$ cat config.mk
export PLATFORM = sky130hd
export DESIGN_NAME = frequency_generator_flat
export DESIGN_NICKNAME = d
export VERILOG_FILES = /design/src/rtl/frequency_generator_pkg.sv /design/src/rtl/frequency_generator_if.sv /design/src/rtl/frequency_generator_phase_counter.sv /design/src/rtl/frequency_generator.sv /design/src/flat_wrapper.sv
export SDC_FILE = /design/constraint.sdc
export NUM_CORES = 1
export LEC_CHECK = 0
export CORE_MARGIN = 4
export CORE_UTILIZATION = 50
export CTS_CLUSTER_DIAMETER = 30
export DETAILED_ROUTE_END_ITERATION = 12
export GPL_TIMING_DRIVEN = 0
export HOLD_SLACK_MARGIN = 0.15
export PLACE_DENSITY = 0.8
export SETUP_SLACK_MARGIN = 0.1
export SYNTH_ARGS = -nofsm -noshare
export SYNTH_HDL_FRONTEND = slang
export SYNTH_SLANG_ARGS = --single-unit
$ cat constraint.sdc
create_clock -name CLK -period 5.08 [get_ports CLK]
set_input_delay 1.016 -clock CLK [delete_from_list [all_inputs] [get_ports CLK]]
set_output_delay 1.016 -clock CLK [all_outputs]
set_load 0.01 [all_outputs]
$ cat src/rtl/frequency_generator_pkg.sv
// Shared definitions for the frequency generator and its companion measurement block.
// Holds the waveform FSM state encoding and the default length width.
package frequency_generator_pkg;

    localparam int FG_DEFAULT_WIDTH = 16;

    typedef enum logic [1:0] {
        IDLE = 2'd0,
        HIGH = 2'd1,
        LOW  = 2'd2
    } fg_state_e;

endpackage

$ cat src/rtl/frequency_generator_if.sv
// Control/status bundle of the frequency generator.
// The master drives the configuration; the slave (the generator) drives the waveform.
interface frequency_generator_if
    import frequency_generator_pkg::*;
#(
    parameter int WIDTH = FG_DEFAULT_WIDTH
);
    logic             enable;
    logic             load;
    logic [WIDTH-1:0] on_len;
    logic [WIDTH-1:0] off_len;
    logic             OUT;
    logic             period_done;
    logic             busy;

    modport master (
        output enable, load, on_len, off_len,
        input  OUT, period_done, busy
    );

    modport slave (
        input  enable, load, on_len, off_len,
        output OUT, period_done, busy
    );
endinterface

$ cat src/rtl/frequency_generator_phase_counter.sv
// Loadable down-counter that times one waveform phase.
// Load takes priority over decrement; the count saturates at zero.
module phase_counter
    import frequency_generator_pkg::*;
#(
    parameter int WIDTH = FG_DEFAULT_WIDTH
) (
    input  logic             CLK,
    input  logic             RST,
    input  logic             load_en,
    input  logic [WIDTH-1:0] load_val,
    input  logic             dec_en,
    output logic             zero
);
    localparam logic [WIDTH-1:0] ONE = {{(WIDTH-1){1'b0}}, 1'b1};

    logic [WIDTH-1:0] count_q, count_d;

    always_comb begin
        count_d = count_q;
        if (load_en) begin
            count_d = load_val;
        end else if (dec_en && (count_q != '0)) begin
            count_d = count_q - ONE;
        end
    end

    always_ff @(posedge CLK or posedge RST) begin
        if (RST) begin
            count_q <= '0;
        end else begin
            count_q <= count_d;
        end
    end

    assign zero = (count_q == '0);
endmodule

$ cat src/rtl/frequency_generator.sv
// Programmable on/off waveform generator with double-buffered phase lengths.
// New lengths are adopted while idle or exactly at a period boundary.
module frequency_generator
    import frequency_generator_pkg::*;
#(
    parameter int WIDTH = FG_DEFAULT_WIDTH
) (
    input  logic                 CLK,
    input  logic                 RST,
    frequency_generator_if.slave bus
);
    localparam logic [WIDTH-1:0] ONE = {{(WIDTH-1){1'b0}}, 1'b1};

    fg_state_e        state_q, state_d;
    logic [WIDTH-1:0] pend_on_q, pend_on_d, pend_off_q, pend_off_d;
    logic [WIDTH-1:0] act_on_q, act_on_d, act_off_q, act_off_d;
    logic             out_q, out_d;
    logic [WIDTH-1:0] cfg_on, cfg_off, cnt_load_val;
    logic             cnt_load, cnt_dec, cnt_zero, period_end;

    phase_counter #(.WIDTH(WIDTH)) u_phase_counter (
        .CLK      (CLK),
        .RST      (RST),
        .load_en  (cnt_load),
        .load_val (cnt_load_val),
        .dec_en   (cnt_dec),
        .zero     (cnt_zero)
    );

    // A load strobe bypasses the pending registers so a load on a boundary governs the next period.
    assign cfg_on     = bus.load ? bus.on_len  : pend_on_q;
    assign cfg_off    = bus.load ? bus.off_len : pend_off_q;
    assign period_end = ((state_q == HIGH) && cnt_zero && (act_off_q == '0)) ||
                        ((state_q == LOW)  && cnt_zero);

    always_comb begin
        state_d      = state_q;
        pend_on_d    = cfg_on;
        pend_off_d   = cfg_off;
        act_on_d     = act_on_q;
        act_off_d    = act_off_q;
        cnt_load     = 1'b0;
        cnt_load_val = '0;
        cnt_dec      = 1'b0;
        if ((state_q == IDLE) || period_end) begin
            act_on_d  = cfg_on;
            act_off_d = cfg_off;
            state_d   = IDLE;
            if (bus.enable && ((cfg_on != '0) || (cfg_off != '0))) begin
                cnt_load = 1'b1;
                if (cfg_on != '0) begin
                    state_d      = HIGH;
                    cnt_load_val = cfg_on - ONE;
                end else begin
                    state_d      = LOW;
                    cnt_load_val = cfg_off - ONE;
                end
            end
        end else if ((state_q == HIGH) && cnt_zero) begin
            state_d      = LOW;
            cnt_load     = 1'b1;
            cnt_load_val = act_off_q - ONE;
        end else begin
            cnt_dec = 1'b1;
        end
        out_d = (state_d == HIGH);
    end

    always_ff @(posedge CLK or posedge RST) begin
        if (RST) begin
            state_q    <= IDLE;
            pend_on_q  <= '0;
            pend_off_q <= '0;
            act_on_q   <= '0;
            act_off_q  <= '0;
            out_q      <= 1'b0;
        end else begin
            state_q    <= state_d;
            pend_on_q  <= pend_on_d;
            pend_off_q <= pend_off_d;
            act_on_q   <= act_on_d;
            act_off_q  <= act_off_d;
            out_q      <= out_d;
        end
    end

    assign bus.OUT         = out_q;
    assign bus.period_done = period_end;
    assign bus.busy        = (state_q != IDLE);
endmodule

$ cat src/flat_wrapper.sv
// flat-port wrapper written by rule: the top's interface ports become plain ports
module frequency_generator_flat import frequency_generator_pkg::*;
#(
    parameter int WIDTH = FG_DEFAULT_WIDTH
)
  (CLK, RST, bus_enable, bus_load, bus_on_len, bus_off_len, bus_OUT, bus_period_done, bus_busy);
  frequency_generator_if #(.WIDTH(WIDTH)) bus_i ();
  input  logic CLK;
  input  logic RST;
  input wire logic [$bits(bus_i.enable)-1:0] bus_enable;
  input wire logic [$bits(bus_i.load)-1:0] bus_load;
  input wire logic [$bits(bus_i.on_len)-1:0] bus_on_len;
  input wire logic [$bits(bus_i.off_len)-1:0] bus_off_len;
  output wire logic [$bits(bus_i.OUT)-1:0] bus_OUT;
  output wire logic [$bits(bus_i.period_done)-1:0] bus_period_done;
  output wire logic [$bits(bus_i.busy)-1:0] bus_busy;
  assign bus_i.enable = bus_enable;
  assign bus_i.load = bus_load;
  assign bus_i.on_len = bus_on_len;
  assign bus_i.off_len = bus_off_len;
  assign bus_OUT = bus_i.OUT;
  assign bus_period_done = bus_i.period_done;
  assign bus_busy = bus_i.busy;
  frequency_generator #(.WIDTH(WIDTH)) u_core (.CLK(CLK), .RST(RST), .bus(bus_i));
endmodule
==> flow_summary.toml <==
[clock_network]
clock_tree.root_cell = "clkbuf_8"
clock_tree.buffer_depth = 2
clkTransAtPathRegs_ns = 0.07
clock_sinks = 67
worstSkewPairLatency_ns = 0.35
tritoncts.num_buffers = 9
cts_max_level = 3
cts_post_setup_buffers_inserted = 0
cts_tree = "built"

[job]
timing.max_cap.violations = 0

[routing]
detail_route.first_pass.iterations = 7
routed_wl_mm = 10.94
drc_markers = 0
route.antenna.remaining_nets = 0
initial_detailed_routing_violation_count = 202
via_per_inst = 6.131
number_of_vias_in_the_routed_layout = 3605
avgRoutedWirePerCell_um = 18.61

[synthesis]
synth_area_per_inst_sq_um = 9.618
synthDistinctLibCells = 66
yosys_most_used_dff = "dfrtp_1"
ys_async_sr_fraction_pct = 100.0
synth.net_count = 470
yosysTopAreaCell = "dfrtp_1"
synth_edf_count = 0
synth-seq-area-share_pct = 40.45
synth_area_sq_mm = 0.004145
synthMostInstantiatedCell = "dfrtp_1"
ys.warnings.count = 0
synthesis.instances = 431
yosysTopAreaCellShare_pct = 40.45
synth_area_leaders = "dfrtp_1 (40%), mux2_2 (7.6%), xnor2_1 (4.4%)"
postSynthRegisterBits = 67
synth.cells.most_frequent = "dfrtp_1 (67), nor2_1 (44), a21oi_1 (32), mux2_2 (28), nand2_1 (23)"

[global_routing]
overflow = 0
first_pass_grt_wire_length_mm = 18.75
grt_util_all_layers_pct = 23.91
grt_pass1_vias = 3709
antenna_found_initial = 0
grt_start_max_net_pins = 41

[die]
floorplan.initialDensity_pct = 52.55
design.portCount = 39
rows = 32
core_sq_mm = 0.007888
chipHeight_um = 99.05
die_w_um = 99.05
die_area_sq_mm = 0.009811

[sta]
hold_slack_ns = 0.5341
post-route-period-util_pct = 93.10
max_slew.worst_pin.slew_ns = 0.7437
max-slew-margin-rel_pct = 49.96
finalSetupViolCount = 0
final.setup_skew_ns = 0.008529
finalMaxSlewViolations = 0
postLayoutSetupSlackWorst_ns = 0.3506
timing.final.hold_violations = 0
unrepaired_setup_endpoints_after_global_routing = "no"
timing.final.crit_period_ns = 4.729
maxClockFrequency_mhz = 211.4

[setup_path]
critical_path_peak_fanout = 10
worst-endpoint-arrival_ns = 4.95
worst_path_largest_cell_delay_ns = 0.48
timing_worst_setup_path_type = "in2reg"
crit_required_ns = 5.30
critPathTopFamily = "compound AO/OA/AOI/OAI gates"
crit_buf_inv = 4
crit_path_slowest_cell = "a2111oi_4"
timing.critical_path.to_type = "flop"
critical_path_start_type = "primary input"
critical_path.cell_chain = "clkdlybuf4s50_1 -> nor4b_4 -> nand4_1 -> a2111oi_4 -> buf_6 -> buf_4 -> buf_2 -> a21oi_1 -> ha_1 -> o21ai_0 -> nor4_1 -> mux2i_2 -> a21oi_1 -> o32a_1 -> o31ai_1 -> o21ai_0"

[cells_and_area]
design_area_sq_mm = 0.004903
post_route_cells_drive_above_1_share_pct = 15.84
layoutNonFillerInstCount = 588
antennaDiodeCount = 0
area.growth.synth_to_final_pct = 18.29
finish.net_count = 520

[power_and_ir_drop]
ir_drop_mv = 0.1471
totalPowerFinal_w = 0.001203
leakage_nw = 1.932
powerDensity_mw_per_mm2 = 245.3

[placement]
numPortBuffers = 38
gp_congestion = 0.9184
preCtsSetupSlack_ns = -0.3565
dp_hpwl_mm = 8.312
count_of_placed_standard_cells_including_taps = 572
placedInstanceArea_sq_mm = 0.004673

[hold_path]
worstHoldPathType = "reg2reg"

[status]
status = "finished, final reports clean"
stage by stage:
step | utilization [%] | setup TNS (ns)
2_1_floorplan | - | 0
3_3_place_gp | 58.99 | -0.3568
3_5_place_dp | 59.25 | -1.249
4_1_cts | 61.83 | 0
5_1_grt | 62.17 | 0
6_report | 62.17 | 0
layout make-up:
cell class	instances	area [sq um]
Tap cell	102	127.6
Timing Repair Buffer	39	402.9
Buffer	15	98.84
Clock buffer	10	137.6
Fill cell	663	2984
Sequential cell	67	1677
Clock inverter	6	63.81
Multi-Input combinational cell	329	2321
Inverter	20	75.07
kinds of logic (layout without fill, tap and decap cells):
family | count (synthesis) | after routing | synth area share, %
simple gates | 156 | 156 | 20.74
fa+ha+maj | 3 | 3 | 0.9056
buf+inv | 35 | 90 | 3.954
compound gates | 97 | 97 | 16.18
flops | 67 | 67 | 40.45
mux | 46 | 46 | 12.07
xor+xnor | 27 | 27 | 5.705
registers in the layout, summed over array words and instances (netlist names):
name	count
u_core.pend_off_q	16
u_core.act_off_q	16
u_core.bus.OUT	1
u_core.u_phase_counter.count_q	16
u_core.pend_on_q	16
u_core.state_q	2
per-layer routing:
metal  up-vias  share of wire, %  GRT usage [%]
met2       135                48          38.89
li1       1690                 -              -
met1      1757                44          31.82
met5         -                 0              0
met3        23               6.1          5.732
met4         0               1.7          6.828
final timing paths:
check                      slack, ns                                        endpoint                                           from  cells after the start
max                             0.35   u_core.u_phase_counter.count_q[6]$_DFFE_PP0P_                                  bus_on_len[2]                     16
max reg2reg                     1.16   u_core.u_phase_counter.count_q[6]$_DFFE_PP0P_                  u_core.pend_on_q[2]$_DFF_PP0_                     15
min                             0.53   u_core.u_phase_counter.count_q[1]$_DFFE_PP0P_  u_core.u_phase_counter.count_q[1]$_DFFE_PP0P_                      1
min reg2reg                     0.53   u_core.u_phase_counter.count_q[1]$_DFFE_PP0P_  u_core.u_phase_counter.count_q[1]$_DFFE_PP0P_                      1
min in group asynchronous       1.07                   u_core.pend_on_q[6]$_DFF_PP0_                                            RST                      2
max in group asynchronous       3.39  u_core.u_phase_counter.count_q[12]$_DFFE_PP0P_                                            RST                      3
timing repair:
action	in CTS	in global routing
gates cloned	0	0
resized for setup	1	8
pin swaps	0	1
hold buffers	0	0
endpoints found under the setup margin	2	5
cells in the final DEF (no fill, tap or decap), types with 3 or more instances in the layout:
master	synthesis	layout
nand3_1	11	11
buf_2	8	4
o22a_1	3	3
nor4_1	15	15
o211ai_1	3	3
nand3b_1	4	4
o21ai_0	14	14
ha_1	3	3
nor2b_1	4	4
o31ai_1	4	4
or3_1	3	3
nor2_1	44	44
xor2_1	6	6
mux2i_1	17	16
and3_1	4	4
mux2_2	28	28
nand2_1	23	23
dfrtp_1	67	67
o22ai_1	7	7
clkdlybuf4s50_1	0	37
o221ai_1	5	5
nor3_1	18	18
clkbuf_1	3	3
buf_4	2	4
a21oi_1	32	31
nand4_1	3	3
xnor2_1	21	21
or2_2	3	3
a31oi_1	4	4
clkbuf_8	0	10
nor3b_1	5	5
inv_1	20	19
a22oi_1	4	4
or4_1	4	4
report_power, final:
| group | switching (W) | leakage, nW | total (W) | internal, W |
|---|---|---|---|---|
| combinational | 0.0000972 | 1.06 | 0.000171 | 0.0000741 |
| sequential | 0.0000146 | 0.770 | 0.000573 | 0.000558 |
| clock | 0.000219 | 0.0987 | 0.000458 | 0.000240 |
Note: power is estimated with default switching activity, not from simulation.
